$ cat src/rtl/track_recorder_pkg.sv
// Shared types and default sizes for the track recorder.
// Included first by every recorder source.
package track_recorder_pkg;
  localparam int DEF_ADDR_W = 7;
  localparam int DEF_SLOTS  = 4;
  localparam int DEF_TRACKS = 4;

  typedef enum logic [2:0] {
    IDLE,
    ARM,
    CAPTURE,
    FLUSH,
    DONE
  } state_t;
endpackage

$ cat src/rtl/track_recorder_if.sv
// Write bus from the recorder into the four track RAMs.
// Master drives address, packed word and the write strobe.
interface track_recorder_if
  import track_recorder_pkg::*;
#(
  parameter int ADDR_W = DEF_ADDR_W,
  parameter int SLOTS  = DEF_SLOTS,
  parameter int TRACKS = DEF_TRACKS
);
  logic [ADDR_W-1:0]       wr_addr;
  logic [TRACKS*SLOTS-1:0] wr_data;
  logic                    wren;

  modport master (
    output wr_addr,
    output wr_data,
    output wren
  );

  modport slave (
    input wr_addr,
    input wr_data,
    input wren
  );
endinterface

$ cat src/rtl/track_recorder_key_sync.sv
// Two-flop synchronizer for the raw active-low keys.
// Resets to all ones so every key reads as released.
module key_sync #(
  parameter int W = 4
) (
  input  logic         clk,
  input  logic         reset_n,
  input  logic [W-1:0] d,
  output logic [W-1:0] q
);
  logic [W-1:0] meta;

  always_ff @(posedge clk) begin
    if (!reset_n) begin
      meta <= '1;
      q    <= '1;
    end else begin
      meta <= d;
      q    <= meta;
    end
  end
endmodule

$ cat src/rtl/track_recorder.sv
// Captures key presses on the game tick, packs them into 4-slot
// words and writes them into the track RAMs.
module track_recorder
  import track_recorder_pkg::*;
#(
  parameter int ADDR_W = DEF_ADDR_W,
  parameter int SLOTS  = DEF_SLOTS,
  parameter int TRACKS = DEF_TRACKS
) (
  input  logic              CLOCK_50,
  input  logic              reset_n,
  input  logic              tick,
  input  logic              record_en,
  input  logic [TRACKS-1:0] key_n,
  track_recorder_if.master  wr,
  output logic              recording,
  output logic              done,
  output logic [ADDR_W:0]   words_written
);
  localparam int SW = (SLOTS > 1) ? $clog2(SLOTS) : 1;
  localparam int DW = TRACKS * SLOTS;
  localparam logic [SW-1:0] LAST_SLOT = SW'(SLOTS - 1);

  state_t            state, nxt;
  logic [TRACKS-1:0] key_q;
  logic [TRACKS-1:0] note;
  logic [SW-1:0]     slot;
  logic [DW-1:0]     cap, cap_nx, data_q;
  logic [ADDR_W-1:0] addr_q;
  logic              wren_q;
  logic              last_addr;
  logic              sample;
  logic              start;

  key_sync #(.W(TRACKS)) u_sync (
    .clk    (CLOCK_50),
    .reset_n(reset_n),
    .d      (key_n),
    .q      (key_q)
  );

  assign note      = ~key_q;
  assign last_addr = &addr_q;
  assign start     = (state == IDLE) && record_en;
  // A tick landing on the final write of a full RAM belongs to DONE.
  assign sample    = tick &&
                     (((state == ARM) && record_en) ||
                      ((state == CAPTURE) && !(wren_q && last_addr)));

  assign wr.wr_addr = addr_q;
  assign wr.wr_data = data_q;
  assign wr.wren    = wren_q;
  assign recording  = (state == ARM) || (state == CAPTURE) ||
                      (state == FLUSH);
  assign done       = (state == DONE);

  // Nibble t holds track t+1, driven by KEY[TRACKS-1-t].
  always_comb begin
    cap_nx = cap;
    for (int t = 0; t < TRACKS; t++) begin
      for (int s = 0; s < SLOTS; s++) begin
        if (slot == SW'(s)) begin
          cap_nx[t*SLOTS+s] = note[TRACKS-1-t];
        end
      end
    end
  end

  always_comb begin
    nxt = state;
    unique case (state)
      IDLE:    if (record_en) nxt = ARM;
      ARM: begin
        if (!record_en)  nxt = IDLE;
        else if (tick)   nxt = CAPTURE;
      end
      CAPTURE: begin
        if (wren_q && last_addr) nxt = DONE;
        else if (!record_en)     nxt = FLUSH;
      end
      FLUSH:   nxt = IDLE;
      DONE:    if (!record_en) nxt = IDLE;
      default: nxt = IDLE;
    endcase
  end

  always_ff @(posedge CLOCK_50) begin
    if (!reset_n) state <= IDLE;
    else          state <= nxt;
  end

  always_ff @(posedge CLOCK_50) begin
    if (!reset_n) begin
      addr_q        <= '0;
      data_q        <= '0;
      wren_q        <= 1'b0;
      words_written <= '0;
      slot          <= '0;
      cap           <= '0;
    end else begin
      wren_q <= 1'b0;
      if (wren_q) begin
        words_written <= words_written + (ADDR_W+1)'(1);
        if (!last_addr) addr_q <= addr_q + ADDR_W'(1);
      end
      if (start) begin
        addr_q        <= '0;
        words_written <= '0;
        slot          <= '0;
        cap           <= '0;
      end
      if (sample) begin
        if (slot == LAST_SLOT) begin
          data_q <= cap_nx;
          cap    <= '0;
          slot   <= '0;
          wren_q <= 1'b1;
        end else begin
          cap  <= cap_nx;
          slot <= slot + SW'(1);
        end
      end
      if ((state == FLUSH) && (slot != '0)) begin
        data_q <= cap;
        cap    <= '0;
        slot   <= '0;
        wren_q <= 1'b1;
      end
    end
  end
endmodule

$ cat src/flat_wrapper.sv
// flat-port wrapper written by rule: the top's interface ports become plain ports
module track_recorder_flat import track_recorder_pkg::*;
#(
  parameter int ADDR_W = DEF_ADDR_W,
  parameter int SLOTS  = DEF_SLOTS,
  parameter int TRACKS = DEF_TRACKS
)
  (CLOCK_50, reset_n, tick, record_en, key_n, recording, done, words_written, wr_wr_addr, wr_wr_data, wr_wren);
  track_recorder_if #(.ADDR_W(ADDR_W), .SLOTS(SLOTS), .TRACKS(TRACKS)) wr_i ();
  input  logic CLOCK_50;
  input  logic reset_n;
  input  logic tick;
  input  logic record_en;
  input  logic [TRACKS-1:0] key_n;
  output logic recording;
  output logic done;
  output logic [ADDR_W:0] words_written;
  output wire logic [$bits(wr_i.wr_addr)-1:0] wr_wr_addr;
  output wire logic [$bits(wr_i.wr_data)-1:0] wr_wr_data;
  output wire logic [$bits(wr_i.wren)-1:0] wr_wren;
  assign wr_wr_addr = wr_i.wr_addr;
  assign wr_wr_data = wr_i.wr_data;
  assign wr_wren = wr_i.wren;
  track_recorder #(.ADDR_W(ADDR_W), .SLOTS(SLOTS), .TRACKS(TRACKS)) u_core (.CLOCK_50(CLOCK_50), .reset_n(reset_n), .tick(tick), .record_en(record_en), .key_n(key_n), .wr(wr_i), .recording(recording), .done(done), .words_written(words_written));
endmodule
$ cat config.mk
export PLATFORM = sky130hd
export DESIGN_NAME = track_recorder_flat
export DESIGN_NICKNAME = d
export VERILOG_FILES = /design/src/rtl/track_recorder_pkg.sv /design/src/rtl/track_recorder_if.sv /design/src/rtl/track_recorder_key_sync.sv /design/src/rtl/track_recorder.sv /design/src/flat_wrapper.sv
export SDC_FILE = /design/constraint.sdc
export NUM_CORES = 1
export LEC_CHECK = 0
export ABC_CLOCK_PERIOD_IN_PS = 1800
export CORE_ASPECT_RATIO = 0.8
export CORE_MARGIN = 2
export CORE_UTILIZATION = 40
export CTS_CLUSTER_SIZE = 14
export DETAILED_ROUTE_END_ITERATION = 8
export PLACE_DENSITY = 0.69
export RECOVER_POWER = 50
export SYNTH_ARGS = -nofsm -noshare
export SYNTH_HDL_FRONTEND = slang
export SYNTH_SLANG_ARGS = --single-unit
$ cat constraint.sdc
create_clock -name CLOCK_50 -period 1.8 [get_ports CLOCK_50]
set_input_delay 0.18 -clock CLOCK_50 [delete_from_list [all_inputs] [get_ports CLOCK_50]]
set_output_delay 0.18 -clock CLOCK_50 [all_outputs]
set_load 0.02 [all_outputs]
Yosys cells after proc, flatten, opt, wreduce, memory -nomap -nowiden
Cells that the tools add are included. W data, S select, Z words.

$add $sub $neg: 3. Eq/ne operators: 11. Multiplexer cells: 35. Bitwise logic cells: 3. Reductions and logical operators: 22.

Operator list (number): $mux W16 (6); $mux W1 (19); $mux W3 (6); $pmux W3 S4 (1); $add A8 B1 Y8 const B (1); $reduce_bool A2 Y1 (4); $add A7 B1 Y7 const B (1); $reduce_and A7 Y1 (1); $eq A3 B2 Y1 const B (2); $logic_and A1 B1 Y1 (6); $mux W2 (3); $ne A3 B3 Y1 const B (2); $eq A2 B2 Y1 const B (2); $ne A2 B2 Y1 const B (2); $not A4 Y4 (1); $reduce_and A2 Y1 (2); $reduce_and A4 Y1 (1); $reduce_or A2 Y1 (2); $eq A3 B1 Y1 const B (1); $eq A3 B3 Y1 const B (1); $logic_not A3 Y1 (1); $logic_or A1 B1 Y1 (3); $add A2 B1 Y2 const B (1); $eq A2 B1 Y1 const B (1); 3 further kinds (4).

Bits in registers: 61. Bits of input ports: 8. Output and inout port bits: 34. Logic and storage cells: 83.

Logic depth before layout (Yosys ltp)
Gate-level depths: netlist of the first run.

Word-level depth: 8. Mapped depth: 8. Gate-level depth less buffers: 7.

Modules after synthesis
A second synthesis of the first run with hierarchy kept.

Cell total of the unflattened synthesis: 319. Area total of the unflattened synthesis: 2890.3 sq um.

Modules (own cells, without submodules): track_recorder (instances 1, cells each 303, area an instance 2680.1 sq um); key_sync (instances 1, cells each 16, area an instance 210.2 sq um).

Least setup slack after synthesis of the first run
No wires, ideal clock.

Path type: register to register. From: register u_core.addr_q[0], in the netlist u_core.wr.wr_addr[0]. To: register u_core.data_q[11], in the netlist u_core.wr.wr_data[11]. Setup time: 0.066 ns. Arrival: 1.850 ns. Data required time: 1.734 ns. Setup slack: -0.115 ns. Stages on the path, launching flop included: 9. Path buffers: 2. Clock period less this slack: 1.915 ns. Cell sequence: dfxtp_1 > ha_1 > nand3_1 > o21ba_1 > buf_6 > o211ai_2 > buf_2 > nand3_1 > a21boi_2.

Cells in the longest elaborated chain, start to end: 8.

Ends and longest elaborated chain: from (decl) (line track_recorder.sv:29) `logic [ADDR_W-1:0] addr_q;`; from (signal assigned) (line track_recorder.sv:104) `if (!last_addr) addr_q <= addr_q + ADDR_W'(1);`; $reduce_and A7 Y1 (line track_recorder.sv:43) `assign last_addr = &addr_q;`; $logic_and A1 B1 Y1 (line track_recorder.sv:48) `((state == CAPTURE) && !(wren_q && last_addr)));`; $logic_not A1 Y1 (line track_recorder.sv:48); $logic_and A1 B1 Y1 (line track_recorder.sv:48); $logic_or A1 B1 Y1 (line track_recorder.sv:47) `(((state == ARM) && record_en) ||`; $logic_and A1 B1 Y1 (line track_recorder.sv:46) `assign sample = tick &&`; $reduce_bool A2 Y1 (no line); $reduce_and A2 Y1 (no line); to (signal assigned) (line track_recorder.sv:114) `data_q <= cap_nx;`; to (signal assigned) (line track_recorder.sv:124) `data_q <= cap;`; to (decl) (line track_recorder.sv:28) `logic [DW-1:0] cap, cap_nx, data_q;`.

Every way passes these cells. A chain may end at the register's enable or synchronous reset.

Worst setup path after layout of the first run
From: register u_core.state[1]. To: register u_core.data_q[2], in the netlist u_core.wr.wr_data[2].

Cells in the longest elaborated chain, start to end: 6. Elaborated cells between the ends (all ways): 12. Those cells by class: eq/ne: 3; mux: 1; reduce/logical: 8.

Ends and longest elaborated chain: from (decl) (line track_recorder.sv:24) `state_t state, nxt;`; from (signal assigned) (line track_recorder.sv:89) `else state <= nxt;`; $eq A3 B1 Y1 / $eq A3 B2 Y1 (equally long branches) (line track_recorder.sv:47, track_recorder.sv:48); $logic_and A1 B1 Y1 (on tied branches) (line track_recorder.sv:47, track_recorder.sv:48); $logic_or A1 B1 Y1 (line track_recorder.sv:47); $logic_and A1 B1 Y1 (line track_recorder.sv:46); $reduce_bool A2 Y1 (no line); $reduce_and A2 Y1 (no line).

Several ways; a longest one is shown, not always the timed one.

==> reports/qor.yml, run 1 <==
global_routing:
  grt-ovfl-total: 0
  grt_pass1_wl_um: 10800
  grt_use_total: 0.187
  grt_pass1_vias: 2227
  antenna_found_initial: 0
  grt_max_degree: 18
clock_tree:
  worstSkewPairLatency_ps: 340
  cts_sinks: 61
  cts_inserted_buffers: 9
  holdBufCountCts: 0
  cts_root_buf: "clkbuf_8"
  clockBufferDepth: 2
  cts_tree: "yes"
  htree_levels: 3
  cts.clk_slew.worst_paths_ps: 70
detailed_routing:
  dr.pass1.iters: 5
  via_per_inst: 5.27
  wl_um: 6800
  ant_nets: 0
  drc: 0
  wire_per_inst_um: 15.1
  drt_iter0_markers: 95
  vias: 2366
logic_synthesis:
  synth.cell_area_um2: 2730
  async_reset_ff_frac: 0
  synthCells: 280
  synth_edf_count: 0
  syn_avg_cell_area_um2: 9.76
  syn_nets: 294
  ys_seq_elements: 61
  synth.distinct_cells: 45
  synthFlopType: "dfxtp_1"
  ys_warn_count: 0
  yosysSeqAreaShare: 0.447
power:
  ir_drop_uv: 371
  p_per_area_nw_per_um2: 732
  leakage_nw: 1.47
  power_mw: 2.83
die:
  ios: 42
  initial_core_util: 0.420
  coreArea_um2: 6510
  die_area_um2: 7520
  die_h_um: 77.9
  core.rowCount: 26
  dieWidth_um: 96.4
worst_setup_path:
  path_max_fanout: 8
  cp.arrival_ps: 2070
  crit_path_top_delay_cell: "or3b_4"
  start_kind: "register"
  slowest_delay_ps: 420
  worstPathCellList: "buf_6, or3b_4, nor2_4, buf_4, o211a_4, o221ai_1, a21boi_1"
  endpoint_kind: "register"
  path_delay_family: "simple AND/OR/NAND/NOR gates"
  crit_required_ps: 2080
  worst-setup-path-type: "register to register"
  crit_buf_inv: 2
  r2r_slack_ps: 9
status:
  status: "finished clean"
cells_and_area:
  final_cell_mix: "dfxtp_1, buf_4, clkdlybuf4s50_1"
  drive_gt1_frac: 0.268
  multi_input_area_um2: 1510
  instances_no_fill: 449
  mostFrequentLayoutCell: "dfxtp_1"
  syn2layout_area_growth_pct: 41.7
  regArea_um2: 1230
  design_area_um2: 3870
  diodes: 0
  fin_util: 0.596
  nNetsFinal: 376
  nFillCells: 577
timing:
  slew_headroom: 0.672
  period_needed_ps: 1790
  slew_violations: 0
  skew_ps: 9.77
  final.period_utilization: 0.995
  hold_viol: 0
  worst_slew_pin_slew_ps: 493
  max_freq_mhz: 558
  setup_viol: 0
  whs_ps: 393
  rsz0062_at_grt: "yes"
run:
  cap_violations: 0
place:
  dp_hpwl_um: 4710
  port-buffer-count: 41
  place.gp.congestion: 0.822
  place_area_um2: 3460
  dpl.cell_count: 423
min_path:
  hold_class: "input port to register"
==> registers in the layout, summed over array words and instances (netlist names) <==
register              count
u_core.wr.wren            1
u_core.slot               2
u_core.cap               16
u_core.words_written      8
u_core.u_sync.q           4
u_core.state              3
u_core.wr.wr_addr         7
u_core.wr.wr_data        16
u_core.u_sync.meta        4
==> final timing paths <==
check,start,to,cells after the start
worst max register to register,u_core.state[1]$_SDFFE_PN0P_,u_core.wr.wr_data[2]$_SDFFE_PN0P_,7
worst min register to register,u_core.u_sync.meta[2]$_SDFF_PN1_,u_core.u_sync.q[2]$_SDFF_PN1_,1
worst min-delay path,key_n[2],u_core.u_sync.meta[2]$_SDFF_PN1_,2
worst max-delay path,u_core.state[1]$_SDFFE_PN0P_,u_core.wr.wr_data[2]$_SDFFE_PN0P_,7
==> what timing repair did <==
action / 4_1_cts / 5_1_grt
pin swaps: 3 / 20
resized for setup: 8 / 23
buffers inserted: 0 / 10
endpoints found under the setup margin: 30 / 34
cloned: 0 / 2
==> power by group <==
group          leakage, nW  internal [mW]  switching, mW  total [mW]
logic                0.872          0.113          0.122       0.235
clock network        0.102          0.738          0.485        1.22
registers            0.497           1.36         0.0124        1.38
total                 1.47           2.22          0.619        2.83
==> synthesized netlist by cell type, drive strengths merged, types with 5 or more instances <==
cell type  number  area [um2]
nand3          20         100
nand4           6        37.5
and3            5        31.3
inv             5        18.8
nand2          24        90.1
o221ai         16         203
buf             9        60.1
xor2           10        87.6
and2            9        56.3
clkbuf         10        37.5
dfxtp          61        1220
o2bb2ai        12         105
ha              6        75.1
a21boi         17         135
nor2           23        88.8
nand2b         10        62.6
==> per-layer routing <==
layer	up-vias	GRT usage	wire length, um
met5	-	0	0
met3	9	0.0524	292
met1	1118	0.257	3360
met2	52	0.279	3060
li1	1187	-	-
met4	0	0.0676	85
==> cells by family (layout without fill, tap and decap cells) <==
family                   Yosys count  after routing  share of synthesized area
AND/OR/NAND/NOR                  106            106                      0.197
AO/OA/AOI/OAI                     67             68                      0.233
flip-flops                        61             61                      0.447
buffers and inverters             24            108                     0.0426
XOR/XNOR                          12             12                     0.0384
adder cells (fa/ha/maj)            6              6                     0.0275
multiplexers                       4              4                     0.0146
==> cell type report <==
class                           count  area share
Multi-Input combinational cell    196       0.388
Sequential cell                    61       0.317
Timing Repair Buffer               89       0.211
Clock buffer                       13      0.0436
Tap cell                           84      0.0271
Clock inverter                      1     0.00775
Inverter                            5     0.00484
==> through the flow <==
| stage | setup TNS [ps] | worst slack [ps] |
|---|---|---|
| floorplan | 0 | 21.3 |
| global placement | -4210 | -157 |
| CTS | -7.14 | -7.14 |
| global route | -943 | -60.5 |
| detailed placement | -5580 | -227 |
| finish | 0 | 9.06 |
Power figures use the tool's default switching activity.
==> inputs of run 2 (changes only) <==
Settings changed: TNS_END_PERCENT set to 20.
==> reports/qor.yml, run 2 (synthesis gave the netlist of run 1 again) <==
clock_tree:
  cts_inserted_buffers: 9  # unchanged
  cts.clk_slew.worst_paths_ps: 60  # was 70 ps
  cts_sinks: 61  # unchanged
  holdBufCountCts: 0  # unchanged
  htree_levels: 3  # unchanged
  cts_tree: "yes"  # unchanged
  clockBufferDepth: 2  # unchanged
  worstSkewPairLatency_ps: 340  # about the same
  cts_root_buf: "clkbuf_8"  # unchanged
die:
  die_area_um2: 7520  # unchanged
  ios: 42  # unchanged
  die_h_um: 77.9  # unchanged
  coreArea_um2: 6510  # unchanged
  dieWidth_um: 96.4  # unchanged
  core.rowCount: 26  # unchanged
  initial_core_util: 0.420  # unchanged
place:
  place.gp.congestion: 0.822  # unchanged
  dpl.cell_count: 423  # unchanged
  place_area_um2: 3460  # unchanged
  port-buffer-count: 41  # unchanged
  dp_hpwl_um: 4710  # unchanged
cells_and_area:
  mostFrequentLayoutCell: "dfxtp_1"  # unchanged
  fin_util: 0.611  # was 0.596
  nNetsFinal: 377  # was 376
  syn2layout_area_growth_pct: 45.4  # was 41.7%
  diodes: 0  # unchanged
  nFillCells: 554  # was 577
  instances_no_fill: 450  # was 449
  design_area_um2: 3980  # was 3870 um2
  final_cell_mix: "dfxtp_1, clkdlybuf4s50_1, buf_4"  # was dfxtp_1, buf_4, clkdlybuf4s50_1
  drive_gt1_frac: 0.290  # was 0.268
  regArea_um2: 1230  # unchanged
  multi_input_area_um2: 1540  # was 1510 um2
power:
  p_sw_frac: 0.219  # about the same
  p_sw_mw: 0.622  # was 0.619 mW
  p_int_mw: 2.22  # about the same
  ir_drop_uv: 371  # about the same
  clkPwrFrac: 0.431  # about the same
  combPwrFrac: 0.084  # was 0.083
  seq_power_share: 0.485  # was 0.486
  leakage_nw: 1.47  # about the same
  p_per_area_nw_per_um2: 715  # was 732 nW/um2
worst_setup_path:
  start_kind: "register"  # unchanged
  crit_required_ps: 2020  # was 2080 ps
  endpoint_kind: "register"  # unchanged
  cp.arrival_ps: 2010  # was 2070 ps
  path_max_fanout: 5  # was 8
  worst-setup-path-type: "register to register"  # unchanged
detailed_routing:
  dr.pass1.iters: 4  # was 5
  ant_nets: 0  # unchanged
  via_per_inst: 5.38  # was 5.27
  drc: 0  # unchanged
  wl_um: 7110  # was 6800 um
  wire_per_inst_um: 15.8  # was 15.1 um
  vias: 2419  # was 2366
  drt_iter0_markers: 106  # was 95
status:
  status: "finished clean"  # unchanged
timing:
  final.period_utilization: 0.989  # was 0.995
  rsz0062_at_grt: "yes"  # unchanged
  hold_viol: 0  # unchanged
  max_freq_mhz: 562  # was 558 MHz
  worst_slew_pin_slew_ps: 454  # was 493 ps
  skew_ps: 6.64  # was 9.77 ps
  slew_headroom: 0.697  # was 0.672
  period_needed_ps: 1780  # was 1790 ps
  slew_violations: 0  # unchanged
  setup_viol: 0  # unchanged
global_routing:
  grt_max_degree: 18  # unchanged
  grt-ovfl-total: 0  # unchanged
  grt_pass1_vias: 2231  # was 2227
  grt_use_total: 0.187  # about the same
  grt_pass1_wl_um: 10800  # about the same
  antenna_found_initial: 0  # unchanged
run:
  cap_violations: 0  # unchanged
min_path:
  hold_class: "input port to register"  # unchanged
-- run 2: cell types whose count changed in the layout (fill, tap and decap cells not counted), sizes merged --
cell,previous run,this run
buf,45,46
clkbuf,17,16
clkdlybuf4s50,26,39
dlygate4sd3,13,0
dlymetal6s2s,0,1
-- run 2: final cells by class --
class / instances / share of cell area
clock buffer: 13 / 0.0425
timing repair buffer: 90 / 0.222
multi-input combinational: 196 / 0.388
sequential: 61 / 0.309
tap: 84 / 0.0264
inverter: 5 / 0.00472
clock inverter: 1 / 0.00755
-- run 2: repair_timing --
action / in CTS / in global routing
pin swaps: 2 / 18
endpoints found under the setup margin: 30 / 34
hold endpoints to repair: 0 / 0
resized for setup: 7 / 34
buffers inserted: 0 / 8
cloned: 0 / 5
-- run 2: routing by layer --
| metal | share of wire | GRT usage |
|---|---|---|
| met1 | 0.47 | 0.256 |
| met2 | 0.47 | 0.280 |
| met3 | 0.053 | 0.0524 |
| met4 | 0.013 | 0.0676 |
| met5 | 0 | 0 |
-- run 2: power groups by stage --
stage	clock network, mW	registers (mW)	logic [mW]
6_report	1.22	1.38	0.240
4_1_cts	1.25	1.38	0.212
2_1_floorplan	0	1.40	0.118
5_1_grt	1.32	1.38	0.257
3_3_place_gp	0	1.41	0.201
3_5_place_dp	0	1.41	0.206
-- run 2: critical path, stage by stage, from the launching register on --
cell,delay [ps]
dfxtp_2,330
buf_6,120
or3b_4,420
nor2_1,140
o22a_1,210
buf_4,180
o22ai_2,110
o2bb2ai_1,150
-- run 2: final timing paths --
check	startpoint	endpoint	slack [ps]	cells after the start
max	u_core.state[2]$_SDFFE_PN0P_	u_core.cap[9]$_SDFFE_PP0P_	20	7
max reg2reg	u_core.state[2]$_SDFFE_PN0P_	u_core.cap[9]$_SDFFE_PP0P_	20	7
min reg2reg	u_core.u_sync.meta[2]$_SDFF_PN1_	u_core.u_sync.q[2]$_SDFF_PN1_	410	1
min	key_n[2]	u_core.u_sync.meta[2]$_SDFF_PN1_	390	2
-- run 2: stage by stage --
| step | TNS, ps | hold WS [ps] | total power, mW | setup slack (ps) |
|---|---|---|---|---|
| after floorplan | 0 | 281 | 1.52 | 21.3 |
| after global placement | -4210 | 391 | 1.61 | -157 |
| after detailed placement | -5580 | 396 | 1.61 | -227 |
| after CTS | -22.2 | 380 | 2.84 | -22.2 |
| after global routing | -346 | 404 | 2.95 | -43.3 |
| final | 0 | 390 | 2.84 | 19.8 |
